File: src/rtl/spi_slave_rx.sv
// -----------------------------------------------------------------------------
// spi_slave_rx
// Receive-only SPI slave deserializer. Consumes the debounced, i_clk-synchronous
// SPI lines, assembles MOSI bits into DATA_WIDTH-bit words and buffers completed
// words in a FIFO that is drained through a valid/ready handshake.
//
// Ports:
//   i_clk          system clock, the only clock domain
//   i_rst_n        asynchronous active-low reset
//   spi_clk_db     debounced SPI clock
//   spi_mosi_db    debounced MOSI
//   spi_cs_n_db    debounced chip select, active low
//   o_data         head-of-FIFO word
//   o_valid        o_data holds a valid word
//   i_ready        consumer accepts o_data when o_valid && i_ready
//   o_fifo_count   number of words currently buffered
//   o_overflow     one-cycle pulse when a completed word is dropped (FIFO full)
//   o_frame_end    one-cycle pulse when CS deasserts and ends an active frame
//   o_busy         high while a frame is active
//   o_frame_err    one-cycle pulse when a frame ends mid-word
//
// Optional feature macro: SPI_RX_FRAME_ERR_EN
//   Defined   : o_frame_err pulses alongside o_frame_end when the frame ended
//               with a partial word.
//   Undefined : o_frame_err is tied to 0 and partial words vanish silently.
// -----------------------------------------------------------------------------
module spi_slave_rx #(
    parameter int DATA_WIDTH = 8,
    parameter int FIFO_DEPTH = 4,
    parameter int CPOL       = 0,
    parameter int CPHA       = 0,
    parameter int MSB_FIRST  = 1
) (
    input  logic                          i_clk,
    input  logic                          i_rst_n,
    input  logic                          spi_clk_db,
    input  logic                          spi_mosi_db,
    input  logic                          spi_cs_n_db,
    output logic [DATA_WIDTH-1:0]         o_data,
    output logic                          o_valid,
    input  logic                          i_ready,
    output logic [$clog2(FIFO_DEPTH):0]   o_fifo_count,
    output logic                          o_overflow,
    output logic                          o_frame_end,
    output logic                          o_busy,
    output logic                          o_frame_err
);

    localparam int PTR_W  = $clog2(FIFO_DEPTH);
    localparam int CNT_W  = $clog2(DATA_WIDTH);
    localparam int FCNT_W = PTR_W + 1;
    localparam logic [CNT_W-1:0]  LAST_BIT = CNT_W'(DATA_WIDTH - 1);
    localparam logic [CNT_W-1:0]  ONE_BIT  = CNT_W'(1);
    localparam logic [FCNT_W-1:0] FULL_CNT = FCNT_W'(FIFO_DEPTH);
    localparam logic [FCNT_W-1:0] ONE_CNT  = FCNT_W'(1);
    localparam logic [PTR_W-1:0]  ONE_PTR  = PTR_W'(1);
    localparam bit SAMPLE_ON_RISE = (CPOL == CPHA);

    typedef enum logic {
        IDLE   = 1'b0,
        ACTIVE = 1'b1
    } state_t;

    state_t                state;
    state_t                state_next;
    logic                  sclk_prev;
    logic                  cs_n_prev;
    logic                  sample_edge;
    logic                  cs_fall;
    logic                  cs_rise;
    logic                  shift_en;
    logic                  word_done;
    logic [DATA_WIDTH-1:0] shift_reg;
    logic [DATA_WIDTH-1:0] shift_next;
    logic [CNT_W-1:0]      bit_cnt;

    logic [DATA_WIDTH-1:0] mem [FIFO_DEPTH];
    logic [PTR_W-1:0]      wr_ptr;
    logic [PTR_W-1:0]      rd_ptr;
    logic [PTR_W-1:0]      rd_ptr_next;
    logic [FCNT_W-1:0]     count_next;
    logic [FCNT_W-1:0]     remaining;
    logic [DATA_WIDTH-1:0] data_next;
    logic                  pop;
    logic                  full;
    logic                  do_push;
    logic                  overflow_next;

    // Sample edge is a rise when CPOL==CPHA, otherwise a fall. Shifting is
    // suppressed whenever CS is high, which also makes a CS rise win over a
    // coincident sample edge.
    assign sample_edge = SAMPLE_ON_RISE ? (spi_clk_db & ~sclk_prev)
                                        : (~spi_clk_db & sclk_prev);
    assign cs_fall   = ~spi_cs_n_db & cs_n_prev;
    assign cs_rise   = spi_cs_n_db & ~cs_n_prev;
    assign shift_en  = (state == ACTIVE) && !spi_cs_n_db && sample_edge;
    assign word_done = shift_en && (bit_cnt == LAST_BIT);

    // Previous-value registers for edge detection; SCLK idles at CPOL.
    always_ff @(posedge i_clk or negedge i_rst_n) begin
        if (!i_rst_n) begin
            sclk_prev <= (CPOL != 0);
            cs_n_prev <= 1'b1;
        end else begin
            sclk_prev <= spi_clk_db;
            cs_n_prev <= spi_cs_n_db;
        end
    end

    // Frame state register.
    always_ff @(posedge i_clk or negedge i_rst_n) begin
        if (!i_rst_n) begin
            state <= IDLE;
        end else begin
            state <= state_next;
        end
    end

    // Frame state transitions: CS fall opens a frame, CS rise closes it.
    always_comb begin
        state_next = state;
        unique case (state)
            IDLE:    if (cs_fall) state_next = ACTIVE;
            ACTIVE:  if (cs_rise) state_next = IDLE;
            default: state_next = IDLE;
        endcase
    end

    // Bit order decides which end of the shift register the new bit enters.
    always_comb begin
        shift_next = shift_reg;
        if (MSB_FIRST != 0) begin
            shift_next = {shift_reg[DATA_WIDTH-2:0], spi_mosi_db};
        end else begin
            shift_next = {spi_mosi_db, shift_reg[DATA_WIDTH-1:1]};
        end
    end

    // Any frame boundary clears the partial word so every frame starts at bit 0.
    always_ff @(posedge i_clk or negedge i_rst_n) begin
        if (!i_rst_n) begin
            shift_reg <= '0;
            bit_cnt   <= '0;
        end else if (state_next != state) begin
            shift_reg <= '0;
            bit_cnt   <= '0;
        end else if (shift_en) begin
            shift_reg <= shift_next;
            bit_cnt   <= word_done ? '0 : bit_cnt + ONE_BIT;
        end
    end

    // A full FIFO still accepts a push if the head leaves in the same cycle.
    assign pop           = o_valid && i_ready;
    assign full          = (o_fifo_count == FULL_CNT);
    assign do_push       = word_done && (!full || pop);
    assign overflow_next = word_done && full && !pop;
    assign rd_ptr_next   = pop ? rd_ptr + ONE_PTR : rd_ptr;
    assign remaining     = pop ? o_fifo_count - ONE_CNT : o_fifo_count;

    // Next count and next head word. When no older word survives, the word
    // being pushed becomes the head; o_data holds its value when empty.
    always_comb begin
        count_next = o_fifo_count;
        data_next  = o_data;
        if (do_push && !pop) begin
            count_next = o_fifo_count + ONE_CNT;
        end else if (!do_push && pop) begin
            count_next = o_fifo_count - ONE_CNT;
        end
        if (count_next != '0) begin
            data_next = (remaining == '0) ? shift_next : mem[rd_ptr_next];
        end
    end

    // Storage array; contents are meaningless unless covered by the count.
    always_ff @(posedge i_clk) begin
        if (do_push) begin
            mem[wr_ptr] <= shift_next;
        end
    end

    // FIFO pointers and all registered status outputs.
    always_ff @(posedge i_clk or negedge i_rst_n) begin
        if (!i_rst_n) begin
            wr_ptr       <= '0;
            rd_ptr       <= '0;
            o_fifo_count <= '0;
            o_valid      <= 1'b0;
            o_data       <= '0;
            o_overflow   <= 1'b0;
            o_frame_end  <= 1'b0;
            o_busy       <= 1'b0;
        end else begin
            if (do_push) begin
                wr_ptr <= wr_ptr + ONE_PTR;
            end
            rd_ptr       <= rd_ptr_next;
            o_fifo_count <= count_next;
            o_valid      <= (count_next != '0);
            o_data       <= data_next;
            o_overflow   <= overflow_next;
            o_frame_end  <= (state == ACTIVE) && cs_rise;
            o_busy       <= (state_next == ACTIVE);
        end
    end

`ifdef SPI_RX_FRAME_ERR_EN
    logic frame_err_next;

    assign frame_err_next = (state == ACTIVE) && cs_rise && (bit_cnt != '0);

    // Flags a frame that closed with a partial word pending.
    always_ff @(posedge i_clk or negedge i_rst_n) begin
        if (!i_rst_n) begin
            o_frame_err <= 1'b0;
        end else begin
            o_frame_err <= frame_err_next;
        end
    end
`else
    assign o_frame_err = 1'b0;
`endif

endmodule

File: config.mk
export PLATFORM = sky130hd
export DESIGN_NAME = spi_slave_rx
export DESIGN_NICKNAME = d
export VERILOG_FILES = /design/src/rtl/spi_slave_rx.sv
export SDC_FILE = /design/constraint.sdc
export NUM_CORES = 1
export LEC_CHECK = 0
export BUFFER_PORTS_ARGS = -buffer_cell sky130_fd_sc_hd__clkbuf_2
export CAP_MARGIN = 10
export CORE_AREA = 5 5 75 77
export CTS_CLUSTER_DIAMETER = 40
export CTS_CLUSTER_SIZE = 16
export DETAILED_ROUTE_END_ITERATION = 7
export DIE_AREA = 0 0 80 82
export PLACE_DENSITY_LB_ADDON = 0.08
export SKIP_LAST_GASP = 1
export SLEW_MARGIN = 20
export SYNTH_ARGS = -nofsm -noshare
export SYNTH_HDL_FRONTEND = slang
export SYNTH_SLANG_ARGS = --single-unit
File: constraint.sdc
create_clock -name i_clk -period 2.7 [get_ports i_clk]
set_clock_uncertainty 0.1 [all_clocks]
set_input_delay 0.27 -clock i_clk [delete_from_list [all_inputs] [get_ports i_clk]]
set_output_delay 0.27 -clock i_clk [all_outputs]
set_load 0.005 [all_outputs]
==> flow_metrics.env, run 1 <==
export IMPL_path_max_fanout=9
export IMPL_fin_setup_tns_ns=0
export IMPL_htreeDepth=3
export IMPL_cts_sinks=63
export IMPL_dp_hpwl_mm=3.79
export IMPL_setup_violations=0
export IMPL_synth_cell_types=38
export IMPL_drt_first_pass_iters=4
export IMPL_hold_violations=0
export IMPL_overflow=0
export IMPL_power_frac_seq=0.413
export IMPL_grt_pass1_wl_mm=8.78
export IMPL_p_leak_nw=1.30
export IMPL_seq_area_um2=1740
export IMPL_cp_startpoint="spi_cs_n_db"
export IMPL_synthTopCellsByArea="edfxtp_1 35%, dfrtp_1 27%, mux2_2 6.5%, nand2_1 5.0%, ha_1 4.1%"
export IMPL_remaining_drc_errors=0
export IMPL_root_buffer="clkbuf_8"
export IMPL_num_fill_cells=409
export IMPL_die_h_um=82
export IMPL_r2r_start="o_fifo_count[1]"
export IMPL_wirelength_mm=5.25
export IMPL_drt_iter0_markers=96
export IMPL_cts_tree="done"
export IMPL_num_antenna_cells=0
export IMPL_outcome="finished clean"
export IMPL_cp_start_kind="primary input"
export IMPL_stdcell_count=315
export IMPL_dpl_cell_count=297
export IMPL_switching_share=0.321
export IMPL_max_vdd_ir_drop_v=0.000510
export IMPL_slew_violations=0
export IMPL_initial_core_util=0.559
export IMPL_cts_setup_buffers=0
export IMPL_power_density_nw_per_um2=946
export IMPL_synth_edf_count=32
export IMPL_max_cap_violations=0
export IMPL_critPathKind="primary input to flip-flop"
export IMPL_cts_made_buffers=9
export IMPL_holdPathStages=1
export IMPL_port_buffers=20
export IMPL_grt_pass1_vias=1759
export IMPL_fmax_mhz=405
export IMPL_power_w=0.00300
export IMPL_die_w_um=80
export IMPL_wl_per_cell_um=16.7
export IMPL_setup_worst_path_end_class="flip-flop"
export IMPL_clockBufferDepth=2
export IMPL_core_area_um2=4940
export IMPL_clockPowerShare=0.242
export IMPL_mostFrequentLayoutCells="37 x nand2_1, 32 x edfxtp_1, 30 x dfrtp_1"
export IMPL_ant_nets=0
export IMPL_synth_area_per_cell_um2=13.2
export IMPL_p_sw_w=0.000961
export IMPL_multi_input_area_um2=946
export IMPL_critPathArrivalTime_ns=2.58
export IMPL_ys_seq_area_frac=0.629
export IMPL_grt_setup_unrepaired="false"
export IMPL_final_nets=256
export IMPL_worst_slew_pin_slew_ns=0.785
export IMPL_viasPerCell=5.40
export IMPL_synth_top_area_share=0.348
export IMPL_grt_max_degree=32
export IMPL_layout_commonest_cell="nand2_1"
export IMPL_largest_reg_flops=32
export IMPL_syn_num_nets=224
export IMPL_synthToLayoutAreaGrowth_pct=14.6
export IMPL_worstPathRequired_ns=2.81
export IMPL_p_comb_frac=0.345
export IMPL_clock_latency_ns=0.32
export IMPL_synth_largest_area_cell="edfxtp_1"
export IMPL_clkTransAtPathRegs_ns=0.07
export IMPL_grt_usage=0.185
export IMPL_synth_area_um2=2760
export IMPL_intPower_w=0.00204
export IMPL_num_rows=26
export IMPL_min_from="spi_mosi_db"
export IMPL_holdCritPathClass="primary input to flip-flop"
export IMPL_fin_crit_sh=0.915
export IMPL_relSlewSlack=0.473
export IMPL_r2r_setup_slack_ns=0.23
export IMPL_ios=22
export IMPL_min_period_ns=2.47
export IMPL_vias=1700
export IMPL_yosysWarnings=0
export IMPL_reg2reg_depth=8
export IMPL_gp_congestion=0.898
export IMPL_synth_main_ff_cell="edfxtp_1"
export IMPL_synthArstFlopShare=0.492
export IMPL_postSynthCellCount=209
export IMPL_die_area_um2=6560
export IMPL_ys_ff_latch=63
export IMPL_drive_above_1_share=0.257
export IMPL_antenna_found_initial=0
[final timing paths]
| kind | endpoint |
|---|---|
| worst max register to register | o_data[4] |
| min in group asynchronous | o_busy |
| worst max-delay path | o_data[4] |
| worst min-delay path | mem[3][0] |
| max in group asynchronous | wr_ptr[0] |
| worst min register to register | o_data[7] |
[through the flow]
step	util	hold slack, ns	setup WS, ns	area [µm²]
after global routing	0.641	0.113	0.114	3170
after floorplan	-	-0.126	0.482	2760
after CTS	0.641	0.113	0.224	3170
after global placement	0.599	0.254	0.429	2960
after detailed placement	0.599	0.276	0.234	2960
final	0.641	0.120	0.228	3170
[what timing repair did]
item | CTS | global route
resized for setup | 0 | 0
hold buffers | 3 | 0
hold endpoints to repair | 32 | 0
[cell usage after synthesis (2+ instances only)]
| cell | instances |
|---|---|
| nand2_1 | 37 |
| edfxtp_1 | 32 |
| dfrtp_1 | 30 |
| mux2_2 | 16 |
| a21oi_1 | 13 |
| inv_1 | 10 |
| ha_1 | 9 |
| mux2i_1 | 8 |
| o221ai_1 | 8 |
| and2_1 | 5 |
| buf_2 | 4 |
| clkbuf_1 | 4 |
| xnor2_1 | 4 |
| nor3_1 | 2 |
| nor3b_1 | 2 |
| o21ai_0 | 2 |
| or2_2 | 2 |
[per-layer routing]
metal / global-route usage / wire length (µm) / vias up
met3: 0.0362 / 164 / 11
met5: 0 / 0 / -
met1: 0.226 / 2210 / 847
met2: 0.311 / 2760 / 31
met4: 0.0963 / 117 / 0
li1: - / - / 811
[area by class of cell]
type	instances	area share
timing repair buffer	30	0.0577
clock inverter	1	0.00118
inverter	10	0.0118
clock buffer	14	0.0545
sequential	63	0.549
multi-input combinational	127	0.299
tap	70	0.0276
[cells by family after synthesis]
group	Yosys count	share of synthesized area
DFF	63	0.629
and+or+nand+nor	56	0.100
AOI/OAI and AO/OA	31	0.0833
muxes	24	0.0942
buffers and inverters	19	0.0290
adders and majority gates	10	0.0444
xor gates and xnor gates	5	0.0186
other	1	0.00136
[critical path: stages]
cell,delay [ns]
dlygate4sd3_1,0.54
clkbuf_2,0.14
and4bb_1,0.31
nand2_2,0.12
o41ai_1,0.25
a21oi_1,0.19
nor3_4,0.36
mux2_2,0.39
[power by group through the flow]
stage               combinational, W  clock, W  sequential (W)
floorplan                   0.000745         0         0.00122
global placement            0.000999         0         0.00125
detailed placement           0.00104         0         0.00126
CTS                          0.00105  0.000744         0.00124
global route                 0.00111  0.000792         0.00126
finish                       0.00103  0.000725         0.00124
(Power assumes the default switching activity.)
==> run 2, diff against run 1 <==
==> constraint.sdc (replaced) <==
create_clock -name i_clk -period 2.72 [get_ports i_clk]
set_clock_uncertainty 0.1 [all_clocks]
set_input_delay 0.272 -clock i_clk [delete_from_list [all_inputs] [get_ports i_clk]]
set_output_delay 0.272 -clock i_clk [all_outputs]
set_load 0.005 [all_outputs]
==> flow_metrics.env, run 2 (same netlist as run 1, synthesis figures left out) <==
export IMPL_grt_setup_unrepaired="false"
export IMPL_cp_start_kind="primary input"
export IMPL_path_max_fanout=12
export IMPL_timing_hold_ws_ns=0.130
export IMPL_synthToLayoutAreaGrowth_pct=14.1
export IMPL_hold_violations=0
export IMPL_cp_startpoint="spi_clk_db"
export IMPL_cp_slowest_cell="dlygate4sd3_1"
export IMPL_endpoint="o_data[4]"
export IMPL_fin_setup_tns_ns=0
export IMPL_power_w=0.00293
export IMPL_r2r_start="o_busy"
export IMPL_fin_crit_sh=0.936
export IMPL_clockBufferDepth=2
export IMPL_dpl_worst_slack_ns=0.152
export IMPL_grt_pass1_vias=1717
export IMPL_power_density_nw_per_um2=930
export IMPL_drive_above_1_share=0.261
export IMPL_fin_ws_ns=0.175
export IMPL_setup_violations=0
export IMPL_wl_per_cell_um=16.4
export IMPL_wirelength_mm=5.15
export IMPL_r2r_setup_slack_ns=0.32
export IMPL_vias=1698
export IMPL_overflow=0
export IMPL_final_nets=255
export IMPL_num_antenna_cells=0
export IMPL_ant_nets=0
export IMPL_cp_cell_sequence="dlygate4sd3_1 -> clkbuf_2 -> and4bb_2 -> nand2_2 -> o41ai_1 -> a21oi_1 -> nor3_4 -> buf_12 -> mux2_2"
export IMPL_cts_tree="done"
export IMPL_reg2reg_depth=7
export IMPL_critPathKind="primary input to flip-flop"
export IMPL_viasPerCell=5.39
export IMPL_critPathArrivalTime_ns=2.65
export IMPL_remaining_drc_errors=0
export IMPL_fmax_mhz=393
export IMPL_port_buffers=20
export IMPL_largest_reg_flops=32
export IMPL_num_fill_cells=407
export IMPL_drt_first_pass_iters=4
export IMPL_min_period_ns=2.54
export IMPL_critPathTopFamily="buffers and inverters"
export IMPL_num_rows=26
export IMPL_die_area_um2=6560
export IMPL_htreeDepth=3
export IMPL_setup_worst_path_end_class="flip-flop"
export IMPL_clkTransAtPathRegs_ns=0.07
export IMPL_drt_iter0_markers=114
export IMPL_core_area_um2=4940
export IMPL_die_w_um=80
export IMPL_dp_hpwl_mm=3.65
export IMPL_dpl_cell_count=295
export IMPL_relSlewSlack=0.471
export IMPL_initial_core_util=0.559
export IMPL_max_vdd_ir_drop_v=0.000448
export IMPL_worst_slew_pin_slew_ns=0.789
export IMPL_cts_made_buffers=9
export IMPL_die_h_um=82
export IMPL_gp_congestion=0.880
export IMPL_p_leak_nw=1.29
export IMPL_grt_max_degree=32
export IMPL_slowest_delay_ns=0.53
export IMPL_path_depth=9
export IMPL_rr_endpoint="o_data[4]"
export IMPL_grt_usage=0.173
export IMPL_worstPathRequired_ns=2.83
export IMPL_root_buffer="clkbuf_8"
export IMPL_layout_commonest_cell="nand2_1"
export IMPL_ios=22
export IMPL_antenna_found_initial=0
export IMPL_crit_buf_inv=3
export IMPL_grt_pass1_wl_mm=8.38
export IMPL_mostFrequentLayoutCells="37 x nand2_1, 32 x edfxtp_1, 30 x dfrtp_1"
export IMPL_stdcell_count=315
export IMPL_max_cap_violations=0
export IMPL_cts_sinks=63
export IMPL_slew_violations=0
export IMPL_outcome="finished clean"
export IMPL_holdCritPathClass="primary input to flip-flop"
export IMPL_clock_latency_ns=0.32
-- run 2: cell count changes in the layout (fill, tap and decap cells not counted), sizes merged --
cell      previous run  this run
buf                  7         6
clkinv               1         4
clkinvlp             0         1
clkbuf              34        31
-- run 2: worst reg2reg max path: cells and delay by family (launching register included) --
family | cells | cell delay [ns]
compound gates | 2 | 0.48
buf+inv | 1 | 0.15
flops | 1 | 0.44
mux | 1 | 0.33
simple gates | 3 | 0.80
-- run 2: what timing repair did --
action                                  CTS  global route
endpoints found under the hold margin    32             0
resized for setup                         0             1
buffers inserted                          0             1
endpoints found under the setup margin    0             8
hold buffers                              3             0
-- run 2: metrics by stage --
step,utilization,area [µm²]
final,0.638,3150
after global placement,0.596,2950
after CTS,0.634,3130
after global routing,0.638,3150
after floorplan,-,2760
after detailed placement,0.596,2950
-- run 2: cell type report --
cell class              instances  area (µm²)  share of cell area
clock buffers                  11         131              0.0417
multi-input cells             127         946               0.300
clock inverters                 5        26.3             0.00833
inverters                      10        37.5              0.0119
repair buffers                 29         188              0.0595
well taps                      70        87.6              0.0278
flip-flops and latches         63        1740               0.551
-- run 2: routing by layer --
metal | up-vias | wire (µm) | global-route usage
met2 | 41 | 2810 | 0.302
met3 | 10 | 192 | 0.0340
li1 | 809 | - | -
met5 | - | 0 | 0
met4 | 0 | 70 | 0.0760
met1 | 838 | 2080 | 0.210
-- run 2: worst min path at each step --
| stage | start | end | slack (ns) | cells after the start |
|---|---|---|---|---|
| floorplan | i_rst_n | bit_cnt[0] | -0.12 | 0 |
| global route | spi_cs_n_db | o_frame_end | 0.12 | 3 |
| finish | spi_cs_n_db | o_frame_end | 0.13 | 3 |
| detailed placement | i_rst_n | o_frame_end | 0.28 | 1 |
| global placement | i_rst_n | o_frame_end | 0.25 | 1 |
| CTS | spi_cs_n_db | o_frame_end | 0.11 | 3 |
-- run 2: report_power, final --
group | internal (W) | total [W] | switching, W | leakage [nW]
sequential | 0.00111 | 0.00125 | 0.000133 | 0.675
combinational | 0.000529 | 0.00104 | 0.000506 | 0.531
clock | 0.000323 | 0.000651 | 0.000328 | 0.0805
total | 0.00197 | 0.00293 | 0.000967 | 1.29
